**src/rtl/fifo_pkg.sv**
```systemverilog
// Shared definitions for the FIFO read-side drain controller and its skid buffer.
package fifo_pkg;

    localparam int FIFO_WIDTH = 16;
    localparam int FIFO_DEPTH = 16;
    localparam int SKID_DEPTH = 2;

    typedef enum logic [1:0] {
        IDLE   = 2'd0,
        ACTIVE = 2'd1,
        DRAIN  = 2'd2
    } rd_state_e;

    // Skid occupancy one edge ahead: current entries plus the word landing now, minus the one leaving.
    function automatic logic [2:0] skid_fill(input logic [1:0] occ,
                                             input logic       inflight,
                                             input logic       pop);
        return {1'b0, occ} + {2'b00, inflight} - {2'b00, pop};
    endfunction

endpackage

```
**src/rtl/fifo_rd_skid.sv**
```systemverilog
// Two-entry ordered buffer between the FIFO read data and the downstream stream; head is dout.
module fifo_rd_skid #(
    parameter int WIDTH = fifo_pkg::FIFO_WIDTH
) (
    input  logic             clk,
    input  logic             rst_n,
    input  logic             push,
    input  logic             pop,
    input  logic [WIDTH-1:0] din,
    output logic [WIDTH-1:0] dout,
    output logic [1:0]       occ
);
    import fifo_pkg::*;

    logic [WIDTH-1:0] head_q, head_d;
    logic [WIDTH-1:0] tail_q, tail_d;
    logic [1:0]       occ_q, occ_d;
    logic             pop_ok;
    logic             push_ok;

    always_comb begin
        head_d  = head_q;
        tail_d  = tail_q;
        occ_d   = occ_q;
        pop_ok  = pop && (occ_q != 2'd0);
        // A push into a full buffer is only accepted when the head leaves in the same cycle.
        push_ok = push && ((occ_q != 2'(SKID_DEPTH)) || pop_ok);

        case ({push_ok, pop_ok})
            2'b10: begin
                if (occ_q == 2'd0) begin
                    head_d = din;
                end else begin
                    tail_d = din;
                end
                occ_d = occ_q + 2'd1;
            end
            2'b01: begin
                head_d = tail_q;
                occ_d  = occ_q - 2'd1;
            end
            2'b11: begin
                if (occ_q == 2'd1) begin
                    head_d = din;
                end else begin
                    head_d = tail_q;
                    tail_d = din;
                end
            end
            default: begin
                occ_d = occ_q;
            end
        endcase
    end

    always_ff @(posedge clk or negedge rst_n) begin
        if (!rst_n) begin
            head_q <= '0;
            tail_q <= '0;
            occ_q  <= 2'd0;
        end else begin
            head_q <= head_d;
            tail_q <= tail_d;
            occ_q  <= occ_d;
        end
    end

    assign dout = head_q;
    assign occ  = occ_q;

endmodule

```
**src/rtl/fifo_rd_drain.sv**
```systemverilog
// Read-side FIFO controller: issues reads, captures the registered read data into a skid
// buffer and presents it as a valid/ready stream, with a delivered-word counter and a sticky underflow flag.
module fifo_rd_drain #(
    parameter int FIFO_WIDTH = fifo_pkg::FIFO_WIDTH,
    parameter int CNT_W      = 16
) (
    input  logic                  clk,
    input  logic                  rst_n,
    input  logic                  en,
    output logic                  fifo_rd_en,
    input  logic [FIFO_WIDTH-1:0] fifo_data_out,
    input  logic                  fifo_empty,
    input  logic                  fifo_underflow,
    output logic [FIFO_WIDTH-1:0] m_data,
    output logic                  m_valid,
    input  logic                  m_ready,
    output logic                  busy,
    output logic [CNT_W-1:0]      rd_count,
    output logic                  err_underflow,
    input  logic                  clr_err
);
    import fifo_pkg::*;

    rd_state_e        state_q, state_d;
    logic             inflight_q;
    logic [CNT_W-1:0] rd_count_q, rd_count_d;
    logic             err_q, err_d;
    logic [1:0]       occ;
    logic             pop;
    logic             rd_en;
    logic             err_set;

    fifo_rd_skid #(
        .WIDTH (FIFO_WIDTH)
    ) u_skid (
        .clk   (clk),
        .rst_n (rst_n),
        .push  (inflight_q),
        .pop   (pop),
        .din   (fifo_data_out),
        .dout  (m_data),
        .occ   (occ)
    );

    assign m_valid = (occ != 2'd0);
    assign pop     = m_valid && m_ready;

    // Reserve a skid slot for every word already requested so the buffer can never overflow.
    assign rd_en = (state_q == ACTIVE) && en && !fifo_empty
                   && (skid_fill(occ, inflight_q, pop) < 3'(SKID_DEPTH));

    always_comb begin
        state_d = state_q;
        case (state_q)
            IDLE: begin
                if (en) begin
                    state_d = ACTIVE;
                end
            end
            ACTIVE: begin
                if (!en) begin
                    state_d = DRAIN;
                end
            end
            DRAIN: begin
                if (en) begin
                    state_d = ACTIVE;
                end else if (!inflight_q) begin
                    state_d = IDLE;
                end
            end
            default: begin
                state_d = IDLE;
            end
        endcase
    end

    always_comb begin
        rd_count_d = rd_count_q;
        if (pop) begin
            rd_count_d = rd_count_q + {{(CNT_W-1){1'b0}}, 1'b1};
        end
    end

    // Set has priority over clear so an underflow in the clearing cycle is not lost.
    assign err_set = fifo_underflow || (rd_en && fifo_empty);

    always_comb begin
        err_d = err_q;
        if (err_set) begin
            err_d = 1'b1;
        end else if (clr_err) begin
            err_d = 1'b0;
        end
    end

    always_ff @(posedge clk or negedge rst_n) begin
        if (!rst_n) begin
            state_q    <= IDLE;
            inflight_q <= 1'b0;
            rd_count_q <= '0;
            err_q      <= 1'b0;
        end else begin
            state_q    <= state_d;
            inflight_q <= rd_en;
            rd_count_q <= rd_count_d;
            err_q      <= err_d;
        end
    end

    assign fifo_rd_en    = rd_en;
    assign busy          = (state_q != IDLE) || (occ != 2'd0);
    assign rd_count      = rd_count_q;
    assign err_underflow = err_q;

endmodule

```
**config.mk**
```make
export PLATFORM = sky130hd
export DESIGN_NAME = fifo_rd_drain
export DESIGN_NICKNAME = d
export VERILOG_FILES = /design/src/rtl/fifo_pkg.sv /design/src/rtl/fifo_rd_skid.sv /design/src/rtl/fifo_rd_drain.sv
export SDC_FILE = /design/constraint.sdc
export NUM_CORES = 1
export LEC_CHECK = 0
export ABC_AREA = 1
export CORE_UTILIZATION = 40
export CTS_BUF_LIST = sky130_fd_sc_hd__clkbuf_2 sky130_fd_sc_hd__clkbuf_4 sky130_fd_sc_hd__clkbuf_8
export CTS_CLUSTER_DIAMETER = 120
export DETAILED_ROUTE_END_ITERATION = 12
export GPL_TIMING_DRIVEN = 0
export PLACE_DENSITY_LB_ADDON = 0.2
export SYNTH_ARGS = -nofsm -noshare
export SYNTH_HDL_FRONTEND = slang
export SYNTH_HIERARCHICAL = 1
export SYNTH_SLANG_ARGS = --single-unit
```
**constraint.sdc**
```tcl
create_clock -name clk -period 2.4 [get_ports clk]
set_clock_uncertainty 0.2 [all_clocks]
set_input_delay 0.36 -clock clk [delete_from_list [all_inputs] [get_ports clk]]
set_output_delay 0.36 -clock clk [all_outputs]
set_load 0.02 [all_outputs]
```
* After elaboration in Yosys (flattened, before gate mapping)
Cells that the tools add are included.
W data, S select, Z words.
** Word-level totals
- Bits in writable memories :: 0
- Bits in latches :: 0
- Bits in registers :: 54
- Input bits :: 23
- Memory bits (read-only) :: 0
- Logic and storage cells :: 62
- Memories kept :: 0
- Output and inout port bits :: 36
** Operators by class
- Shift-type cells :: 0
- Bitwise gates (word level) :: 0
- Divide/modulo/power cells :: 0
- Magnitude comparators :: 1
- Equal/unequal tests :: 13
- Reduce and logical (&&, ||, !) cells :: 22
- Muxes and demuxes :: 14
- $add $sub $neg :: 5
- Multipliers :: 0
** Operator list (count)
- $mux W16 :: 4
- $pmux W16 S3 :: 1
- $pmux W16 S2 :: 1
- $add A16 B1 Y16 const B :: 1
- $ne A2 B2 Y1 const B :: 5
- $reduce_bool A2 Y1 :: 5
- $mux W2 :: 4
- $logic_and A1 B1 Y1 :: 7
- $eq A2 B1 Y1 const B :: 3
- $eq A2 B2 Y1 const B :: 3
- $pmux W2 S3 :: 1
- $reduce_and A3 Y1 :: 2
- $logic_not A2 Y1 :: 2
- $pmux W2 S2 :: 1
- $add A2 B1 Y3 :: 1
- $logic_or A1 B1 Y1 :: 3
- $lt A3 B2 Y1 const B :: 1
- $ne A3 B3 Y1 const B :: 1
- $reduce_bool A3 Y1 :: 1
- $sub A3 B1 Y3 :: 1
- $add A2 B1 Y2 const B :: 1
- $mux W1 :: 2
- $ne A2 B1 Y1 const B :: 1
- $reduce_and A2 Y1 :: 1
- 2 further kinds :: 2

* Depth between registers and ports, before layout
Gate-level depths: netlist (run 1).
- Depth in word-level cells :: 8
- Gate-level depth with buffers :: 11
- Mapped depth without buffers :: 9

* Hierarchy
The synthesis (run 1) kept the hierarchy.
** Modules (own cells, without submodules)
- fifo_rd_skid :: times used 1, cells each 305, sequential area each 850.8 µm², area an instance 2039.5 µm²
- fifo_rd_drain :: times used 1, cells each 118, sequential area each 500.5 µm², area an instance 1096.1 µm²

* Least setup slack after synthesis (run 1)
Ideal clock, no wire load.
- Path kind :: register to output
- Start :: reg u_skid.occ_q[1], in the netlist u_skid/occ[1]
- End :: out fifo_rd_en
- Buffers on the path :: 0
- Stages on the path, launching flop included :: 9
- Arrival time :: 1893 ps
- Slack :: -53 ps
- Data required time :: 1840 ps
- Path through :: dfrtp_1 -> nor2_4 -> nor2_8 -> ha_1 -> inv_1 -> nand2_1 -> fa_1 -> xnor2_1 -> and3_1
** On the way
- Word-level cells in the longest chain between the ends :: 5
- Elaborated cells between the ends (all ways) :: 6
- Those cells by class :: add/sub: 2; order compare: 1; reduce/logical: 3
** Ends and longest elaborated chain
- start: declaration :: RTL line fifo_rd_skid.sv:17 : logic [1:0] occ_q, occ_d;
- start signal: assignment :: RTL line fifo_rd_skid.sv:60 : occ_q <= 2'd0;
- start signal: assignment :: RTL line fifo_rd_skid.sv:64 : occ_q <= occ_d;
- $reduce_bool A2 Y1 :: RTL line fifo_rd_drain.sv:45 : assign m_valid = (occ != 2'd0);
- $logic_and A1 B1 Y1 :: RTL line fifo_rd_drain.sv:46 : assign pop = m_valid && m_ready;
- named net pop :: RTL line fifo_rd_drain.sv:29 : logic pop;
- $sub A3 B1 Y3 :: RTL line fifo_pkg.sv:18 : return {1'b0, occ} + {2'b00, inflight} - {2'b00, pop};
- $lt A3 B2 Y1 :: RTL line fifo_rd_drain.sv:50 : && (skid_fill(occ, inflight_q, pop) < 3'(SKID_DEPTH));
- $logic_and A1 B1 Y1 :: RTL line fifo_rd_drain.sv:50
- end: declaration :: RTL line fifo_rd_drain.sv:10 : output logic fifo_rd_en,
The timed path passes the listed nets, and every way through them passes these cells.

* Worst setup path after layout (run 1)
- Start :: reg u_skid.occ_q[0], in the netlist u_skid/occ[0]
- End :: out fifo_rd_en
The elaborated chain is that of the path after synthesis.

==> out/qor.yml, run 1 <==
powerDensity_nw_per_um2: 1070
relSlewSlack_pct: 62.7
grt_start_max_net_pins: 38
num_vias: 2894
clockRootBuffer: "clkbuf_8"
rrSetupSlack_ns: 0.13
drc: 0
holdWs_ns: 0.306
start_kind: "flip-flop"
drt_wl_total_um: 7430
vdd_drop_max_uv: 804
netlist_area_sq_um: 3140
ys_ff_latch: 54
synth-edff-count: 0
rows: 31
violations: "negative setup slack"
fmax_mhz: 378
min_period_ns: 2.65
cp.required_ns: 1.84
grt_usage_pct: 18.7
slew_viol_final: 0
cts_num_sinks: 54
synthTopCellsByCount: "176 x nand2_1, 54 x dfrtp_1, 54 x nor2_1"
use_met2_pct: 33.4
period_share_pct: 110
dieArea_sq_um: 8200
ant_nets: 0
internal_power_w: 0.00244
drt_iter0_drc: 187
viasPerCell: 4.86
fillers: 736
synth_nets: 452
hold_class: "reg2reg"
p_sw_share_pct: 43.4
ios: 59
core_area_sq_um: 7410
area_growth_pct: 28.4
worst-endpoint-arrival_ns: 2.09
routabilityCongestion: 0.803
top_usage_layer: "met2"
cts_tree: "built"
status: "finished with violations"
final_nets: 525
yosysMostFrequentCell: "nand2_1"
diodes: 0
die_h_um: 90.5
grt_pass1_wl_um: 12600
grt_pass1_vias: 2827
critical_path_class: "reg2out"
netlist.area_leader.share_pct: 43.1
use_met3_pct: 3.45
final_util_pct: 54.3
synthCells: 423
synth_area_per_cell_sq_um: 7.41
clock_latency_ns: 0.29
wl_per_cell_um: 12.5
synth_warnings: 6
crit_chain: "nor2_4, nor2_8, ha_4, inv_2, nand2_2, fa_2, and3_4, buf_6"
worst_pin_slew_ns: 0.559
setup_viol_count_final: 1
clkPwrFrac_pct: 11.5
cts_made_buffers: 5
ys.flop_type: "dfrtp_1"
async_flop_share_pct: 100
yosysSeqAreaShare_pct: 43.1
critPathTopFamily: "adder cells"
hold_viol: 0
first_pass_iters: 6
critical_path.n_buffers_inverters: 2
io_buffer_count: 58
hpwl_um: 5230
initial_core_util_pct: 42.3
grtUsageMet1_pct: 23.3
p_sw_w: 0.00187
clk_pin_slew_ns: 0.10
worst_setup_path_end_kind: "primary output"
slowest_stage: "fa_2"
yosysUniqueCellTypes: 33
grt_antenna_before_repair: 0
power_w: 0.00431
cts_htree_levels: 2
cp_slowest_stage_delay_ns: 0.53
setup_slack_ns: -0.247
die_x_um: 90.5
synth_top_cell_by_area: "dfrtp_1"
crit_fanout: 4
p_leak_nw: 2.06
seq_power_share_pct: 35.1
p_comb_share_pct: 53.4
overflow: 0
ys_top_cells_by_area: "dfrtp_1 43%, nand2_1 21%, nor2_1 6.5%, nand3_1 4.5%, nand4_1 3.4%"
clockBufferDepth: 2
drive_gt1_share_pct: 13.5
rsz0062_at_grt: "true"
drv_cap: 0
-- power groups by stage --
stage	logic, W	registers, W	clock network [W]
floorplan	0.00118	0.00173	0
finish	0.00230	0.00151	0.000497
CTS	0.00229	0.00151	0.000517
detailed placement	0.00215	0.00155	0
global placement	0.00210	0.00153	0
global route	0.00255	0.00157	0.000551
-- routing by layer --
layer	wire length [um]	vias to the layer above
li1	-	1465
met1	3320	1338
met2	3680	87
met3	398	4
met4	32	0
met5	0	-
-- worst register-to-register path: stages, from the launching register on --
cell and delay, ns:
dfrtp_2 0.41, buf_4 0.18, inv_1 0.07, ha_1 0.25
inv_2 0.09, buf_6 0.14, nand3_2 0.07, nand2_2 0.19
nand3_2 0.22, buf_4 0.24, nand2_1 0.06, nand2_1 0.05
-- cell families (layout without fill, tap and decap cells) --
kind of cell / Yosys count / after routing / share of synthesized area, %
buffers and inverters: 44 / 117 / 6.38
DFF: 54 / 54 / 43.1
and+or+nand+nor: 299 / 299 / 42.7
AOI/OAI and AO/OA: 8 / 8 / 1.56
adders and majority gates: 6 / 6 / 2.63
xor gates and xnor gates: 12 / 12 / 3.59
-- final cells by class --
cell class              instances  area (sq um)  area share, %
multi-input cells             325          1610           40.1
flip-flops and latches         54          1350           33.6
repair buffers                 66           651           16.2
well taps                      99           124           3.08
inverters                      28           105           2.61
plain buffers                  16          95.1           2.36
clock buffers                   6          76.3           1.90
clock inverters                 1          7.51          0.186
-- registers in the layout, indices dropped and copies added, names as in the netlist --
register	count
err_underflow	1
inflight_q	1
rd_count	16
state_q	2
u_skid/dout	16
u_skid/occ	2
u_skid/tail_q	16
-- layout by cell type (no fill, tap or decap), types with 4 or more instances in the layout --
master,n
inv_2,7
nand3_1,28
nor2_2,5
clkdlybuf4s50_1,55
buf_2,8
nor2_1,54
xor2_1,7
nand4_1,17
nand2_1,175
clkbuf_8,5
buf_4,11
dfrtp_1,52
inv_1,21
ha_1,4
nand2_2,6
-- path summary, 6_finish.rpt --
kind / cells after the start / endpoint / start
min in group asynchronous: 2 / u_skid/dout[5] / rst_n
worst min register to register: 2 / u_skid/tail_q[15] / u_skid/tail_q[15]
worst min-delay path: 2 / u_skid/tail_q[15] / u_skid/tail_q[15]
worst max register to register: 11 / u_skid/tail_q[6] / u_skid/occ[1]
max in group asynchronous: 3 / rd_count[14] / rst_n
worst max-delay path: 8 / fifo_rd_en / u_skid/occ[0]
-- what timing repair did --
item,4_1_cts,5_1_grt
pin swaps,3,3
gates resized for setup,13,2
setup buffers,6,0
setup endpoints to repair,1,1
hold endpoints to repair,17,0
cloned,0,0
hold buffers,1,0
-- metrics by stage --
stage / instance area (sq um) / TNS (ns) / std cells / setup WS [ns]
global placement: 3840 / -55.17 / 580 / -1.21
floorplan: 3140 / 0 / 423 / 0.0179
finish: 4030 / -0.247 / 595 / -0.247
detailed placement: 3860 / -1.25 / 581 / -1.04
global route: 4030 / -0.318 / 595 / -0.318
CTS: 4020 / -0.284 / 595 / -0.284
(Power assumes the default switching activity.)
==> run 2, diff against run 1 <==
--- a/config.mk
+++ b/config.mk
@@ -10,6 +10,7 @@
 export CTS_BUF_LIST = sky130_fd_sc_hd__clkbuf_2 sky130_fd_sc_hd__clkbuf_4 sky130_fd_sc_hd__clkbuf_8
 export CTS_CLUSTER_DIAMETER = 120
 export DETAILED_ROUTE_END_ITERATION = 12
+export DONT_BUFFER_PORTS = 1
 export GPL_TIMING_DRIVEN = 0
 export PLACE_DENSITY_LB_ADDON = 0.2
 export SYNTH_ARGS = -nofsm -noshare
==> run 2 against run 1 <==
Net effect: routed wire length rose by 2.4%; worst hold slack got worse by 0.29 ns; combinational power fell by 29%; die area did not move; critical path depth fell by 1; register-to-register slack improved by 0.06 ns; sequential power rose by 17%; the run still ends with negative setup slack left; global-route usage rose by 0.80 points; cell count fell by 6.9%; utilization fell by 5.2 points; maximum frequency rose by 2.5%.
==> out/qor.yml, run 2 (synthesized netlist as in run 1, its figures left out) <==
status: "finished with violations"
violations: "negative setup slack"
die_h_um: 90.5
slowest_stage: "fa_2"
final_cell_mix: "175 x nand2_1, 54 x nor2_1, 52 x dfrtp_1"
wl_per_cell_um: 13.7
relSlewSlack_pct: 65.6
min-delay-start: "fifo_data_out[3]"
diodes: 0
grt_antenna_before_repair: 0
first_pass_iters: 4
hold_class: "in2reg"
slew_viol_final: 0
die_x_um: 90.5
drt_wl_total_um: 7600
hpwl_um: 5020
cp_slowest_stage_delay_ns: 0.53
cts_htree_levels: 2
grt_pass1_vias: 2663
core_area_sq_um: 7410
dieArea_sq_um: 8200
setup_viol_count_final: 1
cts_made_buffers: 5
clock_latency_ns: 0.31
power_w: 0.00399
rows: 31
setup_slack_ns: -0.184
hold_viol: 0
cpMostUsedCell: "inv_2"
final_nets: 483
viasPerCell: 4.94
grt_pass1_wl_um: 12900
start_kind: "flip-flop"
grt_start_max_net_pins: 55
fillers: 762
clockBufferDepth: 2
finish.instance_area_sq_um: 3640
powerDensity_nw_per_um2: 1090
holdWs_ns: 0.0122
place_ws_ns: -0.164
p_leak_nw: 1.91
vdd_drop_max_uv: 627
drive_gt1_share_pct: 14.1
num_vias: 2739
reg2reg_from: "u_skid/occ[1]"
crit_chain: "buf_4, inv_2, ha_4, inv_2, nand2_2, fa_2, and3_4"
drc: 0
ff2ff_path_depth: 10
clockRootBuffer: "clkbuf_8"
worst-endpoint-arrival_ns: 2.02
layout_commonest_cell: "nand2_1"
rsz0062_at_grt: "true"
ios: 59
worst_pin_slew_ns: 0.516
min_period_ns: 2.58
initial_core_util_pct: 42.3
cp-startpoint: "u_skid/occ[0]"
drt_iter0_drc: 121
area_growth_pct: 16.2
routabilityCongestion: 0.802
place_area_sq_um: 3260
crit_fanout: 5
overflow: 0
period_share_pct: 108
clk_pin_slew_ns: 0.10
cp.required_ns: 1.84
drv_cap: 0
ant_nets: 0
worst_setup_path_end_kind: "primary output"
cts_num_sinks: 54
io_buffer_count: 0
grt_usage_pct: 19.5
fmax_mhz: 387
critical_path_class: "reg2out"
cts_tree: "built"
hold_depth: 2
## run 2: worst max-delay path, delay by kind of cell (launching register included)
kind          cells  cell delay (ns)
flops             1             0.44
buf+inv           3             0.28
fa+ha+maj         2             0.73
simple gates      2             0.27
## run 2: metrics by stage
step | setup TNS [ns] | utilization (%) | cells
2_1_floorplan | 0 | - | 423
3_3_place_gp | -0.105 | 44.0 | 522
3_5_place_dp | -0.164 | 44.0 | 522
4_1_cts | -0.237 | 49.0 | 553
5_1_grt | -0.245 | 49.2 | 554
6_report | -0.184 | 49.2 | 554
## run 2: power breakdown
group	internal, W	leakage, nW	switching, W	total [W]
logic	0.000622	1.19	0.00102	0.00164
clock network	0.000266	0.0544	0.000321	0.000587
registers	0.00125	0.667	0.000512	0.00176
## run 2: final cells by class
cell class	count	area, sq um	share of cell area (%)
Buffer	16	95.1	2.61
Clock buffer	7	96.3	2.65
Timing Repair Buffer	24	245	6.73
Multi-Input combinational cell	325	1610	44.3
Sequential cell	54	1350	37.2
Clock inverter	1	8.76	0.240
Tap cell	99	124	3.40
Inverter	28	105	2.89
## run 2: timing repair
action	in CTS	in global routing
pin swaps	4	3
setup buffers	4	1
hold endpoints to repair	71	0
setup endpoints to repair	1	3
gates resized for setup	7	1
hold buffers	19	0
## run 2: worst paths after layout
path / endpoint / slack, ns
worst max register to register: u_skid/tail_q[7] / 0.19
worst min-delay path: u_skid/tail_q[3] / 0.01
max in group asynchronous: u_skid/occ[0] / 1.37
worst max-delay path: fifo_rd_en / -0.18
worst min register to register: u_skid/tail_q[2] / 0.31
min in group asynchronous: u_skid/dout[9] / 0.35
## run 2: routing by layer
metal,GRT usage (%),vias up,wire length [um]
met5,0,-,0
met4,4.44,0,46
met3,3.54,4,401
met2,33.9,70,3750
met1,25.1,1279,3400
li1,-,1386,-
